--- config.mk ---
export PLATFORM = sky130hd
export DESIGN_NAME = bp_arbiter
export DESIGN_NICKNAME = d
export VERILOG_FILES = /design/src/rtl/bp_arbiter.sv
export SDC_FILE = /design/constraint.sdc
export NUM_CORES = 1
export LEC_CHECK = 0
export CORE_ASPECT_RATIO = 0.5
export CORE_UTILIZATION = 46
export CTS_CLUSTER_DIAMETER = 40
export DETAILED_ROUTE_END_ITERATION = 10
export HOLD_SLACK_MARGIN = 0.02
export PLACE_DENSITY = 0.95
export SYNTH_ARGS = -nofsm -noshare
export SYNTH_HDL_FRONTEND = slang
export SYNTH_SLANG_ARGS = --single-unit
--- constraint.sdc ---
create_clock -name i_clk -period 5.1 [get_ports i_clk]
set_clock_uncertainty 0.1 [all_clocks]
set_input_delay 1.02 -clock i_clk [delete_from_list [all_inputs] [get_ports i_clk]]
set_output_delay 1.02 -clock i_clk [all_outputs]
set_load 0.02 [all_outputs]
--- src/rtl/bp_arbiter.sv ---
// Round-robin, packet-aware arbiter merging N_SRC length-prefixed BytePipe
// sources onto one downstream BytePipe; a grant is held for a whole packet.
module bp_arbiter #(
  parameter  int N_SRC   = 4,
  localparam int SRCID_W = $clog2(N_SRC)
) (
  input  logic                 i_clk,
  input  logic                 i_rst,
  input  logic                 i_cg,
  input  logic [8*N_SRC-1:0]   i_src_data,
  input  logic [N_SRC-1:0]     i_src_valid,
  output logic [N_SRC-1:0]     o_src_ready,
  output logic [7:0]           o_bp_data,
  output logic                 o_bp_valid,
  input  logic                 i_bp_ready,
  output logic                 o_busy,
  output logic [SRCID_W-1:0]   o_grantIdx
);

  typedef enum logic {IDLE, BURST} state_t;

  state_t               state_q, state_d;
  logic [SRCID_W-1:0]   grant_q, grant_d;
  logic [7:0]           rem_q, rem_d;
  logic                 hdr_q, hdr_d;

  logic                 sel_found;
  logic [SRCID_W-1:0]   sel_idx;
  logic [7:0]           g_byte;
  logic                 xfer;
  int unsigned          gi;

  always_comb begin
    state_d     = state_q;
    grant_d     = grant_q;
    rem_d       = rem_q;
    hdr_d       = hdr_q;
    o_src_ready = '0;
    o_bp_valid  = 1'b0;
    o_bp_data   = '0;
    sel_found   = 1'b0;
    sel_idx     = grant_q;
    gi          = int'(grant_q);
    g_byte      = i_src_data[8*gi +: 8];
    xfer        = i_cg & i_src_valid[gi] & i_bp_ready;

    unique case (state_q)
      IDLE: begin
        // Scan upward from the last grant so the previous winner has lowest priority.
        for (int unsigned off = 1; off <= N_SRC; off++) begin
          if (!sel_found && i_src_valid[(gi + off) % N_SRC]) begin
            sel_found = 1'b1;
            sel_idx   = SRCID_W'((gi + off) % N_SRC);
          end
        end
        if (i_cg && sel_found) begin
          grant_d = sel_idx;
          state_d = BURST;
          hdr_d   = 1'b1;
        end
      end
      BURST: begin
        o_bp_data       = g_byte;
        o_bp_valid      = i_cg & i_src_valid[gi];
        o_src_ready[gi] = i_cg & i_bp_ready;
        if (xfer) begin
          if (hdr_q) begin
            if (g_byte == 8'd0) begin
              state_d = IDLE;
            end else begin
              rem_d = g_byte;
              hdr_d = 1'b0;
            end
          end else begin
            rem_d = rem_q - 8'd1;
            if (rem_q == 8'd1) state_d = IDLE;
          end
        end
      end
      default: state_d = IDLE;
    endcase
  end

  always_ff @(posedge i_clk) begin
    if (i_rst) begin
      state_q <= IDLE;
      grant_q <= SRCID_W'(N_SRC - 1);
      rem_q   <= '0;
      hdr_q   <= 1'b0;
    end else if (i_cg) begin
      state_q <= state_d;
      grant_q <= grant_d;
      rem_q   <= rem_d;
      hdr_q   <= hdr_d;
    end
  end

  assign o_busy     = (state_q == BURST);
  assign o_grantIdx = grant_q;

endmodule

==> metrics <==
# H-tree levels=1; period utilization=0.7689; DR vias=between 1k and 1.5k; power consumption=about 0.43 mW; leakage power=0.7143 nW; initial antenna violation count=0; Layout Cells excl Fill=approximately 230; Compound-Gate Fraction of Synth Area=0.1928; Remaining Overflow, GRT=0; final net count=about 240; DRT iter0 DRCs=160; DIE AREA=approximately 3000 um2; antenna fix cells=0; Core Area=roughly 2600 um2; Post-Syn Nets=about 190; Die Height=around 39 um; hold path start=rem_q[6]$_SDFFE_PP0P_; Worst-Skew Late Latency=roughly 0.25 ns; CTS sink count=12; Max Clock Freq=255.0 MHz; Post-synth EDFFs=0; M2 GR Usage=0.4977; setup slack, reg-to-reg=~2.0 ns; mean routed wirelength per cell=approximately 17 um; Synth area leaders=dfxtp_1, mux4_2, and2_1; fill count=around 200; Seq/Total Area, Yosys=0.1879; Vias per Instance=~6; Syn Inst Count=about 150; Synth top area share=0.1879; unrepaired setup endpoints after global routing=false; synthesized cell area=about 1300 um2; Setup CP Type=in -> out; Post-CTS Setup Inserts=0; total clock buffers created by CTS=3; grt peak-use layer=met2; Crit Path Max Fanout=6; Startpoint Class=input pin; count leader, synth=nor2_1; combinational family with the most area after synthesis=simple AND/OR/NAND/NOR gates; Cell Chain, Critical Path=clkdlybuf4s50_1 > mux4_2 > and3_1 > clkdlybuf4s50_1; Slowest cell on crit path=mux4_2; DRT antenna net count=0; fin crit period=3.921 ns; starting density of the core=0.4883; multi-input gate area in the final layout=approximately 960 um2; Cells after DPL=228; list of most frequent post-synthesis cells=nor2_1, and2_1, dfxtp_1; worst ir drop on vdd=129.1 uV; DPL Wire Length=3053 um; vias in the first global route=1245; Synth Flop Type=dfxtp_1; status=finished clean; launching point of the worst reg2reg path=o_grantIdx[0]$_SDFFE_PP1P_; total of max-cap violations=0; Resized cells post-CTS=0; post-synth top area cell=dfxtp_1; first-pass GRT wire length=5906 um; Crit path largest cell delay=between 0.5 and 0.6 ns; PortBufs=between 50 and 60; Synth Warn #=0; IO Pins=56; Min-Delay Path Class=reg -> reg; Adder-Cell Fraction of Synth Area=0.06751; xor/xnor share of the synthesized area=0.006849; Power Dens Cells=approximately 230 nW/um2; num rows=13; Netlist cell types=49; drt pass-1 iters=4; Clock transition at path regs=around 0.050 ns; CTS tree=yes; drt drc=0; synthesis-to-layout area growth=46.58%; final setup violation count=0; GRT Util Overall=0.2669; Crit path buffers/inverters=2; CTS Buffer Depth=2; GRT met1 Usage=0.3245; largest net degree at the start of global routing=21; Worst EP required=~4.0 ns; share of post-route cells with drive strength above 1=0.1179; post-synthesis average cell area=slightly below 9 um2; mux cell area share after synthesis=0.2153; Storage cell area=about 240 um2; FFs w/ async S/R, synth=0; CTS Hold Buffers Added=0; cell with the most instances on the worst path=clkdlybuf4s50_1; routed wire length=approximately 4000 um; CP endpoint kind=primary output; worst slew pin tran=between 0.9 and 1 ns; flops & latches, synth=12; GRT met3 Usage=0.05581; RePlAce Congestion=about 0.85; cell class contributing the biggest share of worst-path delay=buffers and inverters; setup TNS=0 ns; CP arrival=between 2 and 3 ns; Final Hold Viols=0; worst rel slew slack=0.3356; CTS Root Cell=clkbuf_8; Critical Path Source=i_src_valid[3]; Slew Viols, Final=0; Die W=about 77 um; simple-gate share of the synthesized area=0.2710
==> stage by stage <==
step	util	worst slack [ns]	hold slack, ns	instance area [um2]
2_1_floorplan	-	2.215	0.3471	1279
3_3_place_gp	0.6947	1.232	0.3611	1819
3_5_place_dp	0.6947	1.197	0.3732	1819
4_1_cts	0.7157	1.189	0.3803	1874
5_1_grt	0.7157	1.136	0.4083	1874
6_report	0.7157	1.179	0.3795	1874
==> tightest hold or removal path, stage by stage, from the launching register on <==
cell,delay [ns]
dfxtp_1,0.30
nand2b_1,0.06
o32ai_1,0.06
==> cells in the final DEF, fill, tap and decap left out, types with 2 or more instances in the layout <==
cell type,n
ha_1,6
a21oi_1,7
nor4_1,2
and2_1,13
nand3_1,4
a211oi_2,2
nand2b_1,6
mux2i_1,2
nor3_1,5
a211oi_1,2
a31oi_1,3
and3_1,4
mux2_2,3
o21ai_1,3
clkbuf_8,4
mux4_2,8
o32ai_1,2
inv_1,5
o21ai_0,3
nand2_1,4
a2111oi_0,3
dfxtp_1,12
clkdlybuf4s50_1,55
nor2_1,14
==> power breakdown <==
group          switching (mW)  total [mW]  leakage (nW)  internal [mW]
clock                  0.0389       0.107        0.0288         0.0684
sequential             0.0267       0.127        0.0981          0.101
combinational          0.0853       0.194         0.587          0.109
total                   0.151       0.429         0.714          0.278
==> registers in the layout (all words and copies together) (netlist names) <==
name	flops
o_busy	1
rem_q	8
hdr_q	1
o_grantIdx	2
==> cell families after synthesis <==
logic type	Yosys count
buffers and inverters	14
DFF	12
and+or+nand+nor	62
xor gates and xnor gates	1
adders and majority gates	7
AOI/OAI and AO/OA	34
muxes	15
==> final timing paths <==
kind	cells after the start	end
worst max register to register	5	rem_q[6]$_SDFFE_PP0P_
worst max-delay path	4	o_bp_valid
worst min-delay path	2	rem_q[6]$_SDFFE_PP0P_
worst min register to register	2	rem_q[6]$_SDFFE_PP0P_
==> metal layers <==
layer  part of all wire  vias to the layer above
met2               0.51                       54
li1                   -                      649
met4             0.0090                        0
met5                  0                        -
met3              0.047                        7
met1               0.44                      676
==> area by class of cell <==
| type | count | area share |
|---|---|---|
| tap | 37 | 0.02470 |
| sequential | 12 | 0.1282 |
| timing repair buffer | 55 | 0.2937 |
| clock buffer | 4 | 0.02937 |
| inverter | 5 | 0.01001 |
| multi-input combinational | 119 | 0.5140 |
(Power assumes the default switching activity.)
==> RTL edit (same settings) <==
Reset style: asynchronous (`i_rst`), changed in one clocked block.
--- a/src/rtl/bp_arbiter.sv
+++ b/src/rtl/bp_arbiter.sv
@@ -82,5 +82,5 @@
   end
 
-  always_ff @(posedge i_clk) begin
+  always_ff @(posedge i_clk or posedge i_rst) begin
     if (i_rst) begin
       state_q <= IDLE;
Check against the original RTL: differs if i_rst is asserted again (counterexample within 4 cycles, from zero or initial values and one cycle with i_rst high); with i_rst held inactive, the same outputs for 4 cycles.
==> RTL edit against the unedited design <==
Non-clock buffer count did not move. First-iteration DRC count shrank 57%. Synthesized cell count is 10% lower. Worst hold slack improved by 98 ps. Utilization increased by 1.1 points. Largest cell class unchanged. Register-to-register slack worse by 70 ps. Synthesized area rose by 1.2%. Routed wire length fell by 5.0%. Design area is 2.2% higher. Sequential cell count unchanged. Worst setup slack improved by 2.6 ps.
Power is not compared: it rests on default switching activity, and its combinational part moved more than twofold at a synthesized area within 25%.
==> RTL edit: results (changes against the unedited design) <==
| Metric | Value |
|---|---|
| Outcome | `completed (unchanged)` |
| Final hold slack | `477 ps (was 379 ps)` |
| Layout Nets | `230 (was 242)` |
| Filler instances | `174 (was 199)` |
| Rel. slew slack | `64.2% (was 33.6%)` |
| Placed cells | `216 (was 228)` |
| Adder-cell share of the synthesized area | `5.80% (was 6.75%)` |
| Dpl cell area | `1860 um^2 (was 1820 um^2)` |
| PnR worst setup slack | `1180 ps (about the same)` |
| Routed length on met1 | `1560 um (was 1760 um)` |
| Synth Area in Compound Gates | `10.9% (was 19.3%)` |
| Mux cell area share after synthesis | `30.6% (was 21.5%)` |
| Sequential-to-total area share from yosys stat | `23.4% (was 18.8%)` |
| All-Layer GR Usage | `25.6% (was 26.7%)` |
| Worst Hold Launch | `rem_q[7] (was rem_q[6])` |
| XOR/XNOR Fraction of Synth Area | `4.74% (was 0.685%)` |
| Routed met2 length | `1950 um (was 2030 um)` |
| Reg2Reg Capture Point | `rem_q[5] (was rem_q[6])` |
| Cells after Synth | `130 (was 145)` |
| Top post-synthesis cells by area | `dfrtp_1 19%, mux4_1 10%, mux2_4 7.0% (was dfxtp_1 19%, mux4_2 14%, and2_1 6.4%)` |
| Netlist cell types | `35 (was 49)` |
| Vias in the first global route | `1,191 (was 1,245)` |
| Synth Net Count | `176 (was 191)` |
| Synth top cells by count | `12 x and2_1, 12 x nand2_1, 11 x nor2_1, 10 x dfrtp_1, 8 x o21ai_0 (was 14 x nor2_1, 13 x and2_1, 12 x dfxtp_1, 8 x mux4_2, 7 x a21oi_1)` |
| Hpwl dp | `2990 um (was 3050 um)` |
| Top_reg_cell synth | `dfrtp_1 (was dfxtp_1)` |
| Initial DRC Count | `69 (was 160)` |
| Via/cell ratio | `5.80 (was 5.97)` |
| First-pass GRT wire length | `5710 um (was 5910 um)` |
| Share of cells above drive strength 1 | `12.6% (was 11.8%)` |
| WHS Endpoint | `rem_q[7] (was rem_q[6])` |
RTL edit: worst max-delay path by stage:
stage	endpoint	startpoint	depth (start not counted)	slack, ps
after floorplan	rem_q[2]	i_src_data[15]	5	2090
after global placement	o_bp_valid	i_src_valid[1]	4	1240
after detailed placement	o_bp_data[4]	i_src_data[12]	4	1210
after CTS	o_bp_valid	i_src_valid[1]	4	1190
after global routing	o_bp_valid	i_src_valid[1]	4	1120
final	o_bp_valid	i_src_valid[1]	4	1180
RTL edit: logic make-up after synthesis:
logic type,after synthesis
and+or+nand+nor,50
muxes,23
AOI/OAI and AO/OA,20
buffers and inverters,12
DFF,12
xor gates and xnor gates,7
adders and majority gates,6
RTL edit: layout make-up:
class / instances / area, um^2 / share of cell area [%]
Sequential cell: 12 / 303 / 15.8
Clock buffer: 4 / 55.1 / 2.87
Timing Repair Buffer: 55 / 551 / 28.7
Multi-Input combinational cell: 106 / 938 / 49.0
Inverter: 6 / 22.5 / 1.18
Tap cell: 37 / 46.3 / 2.42
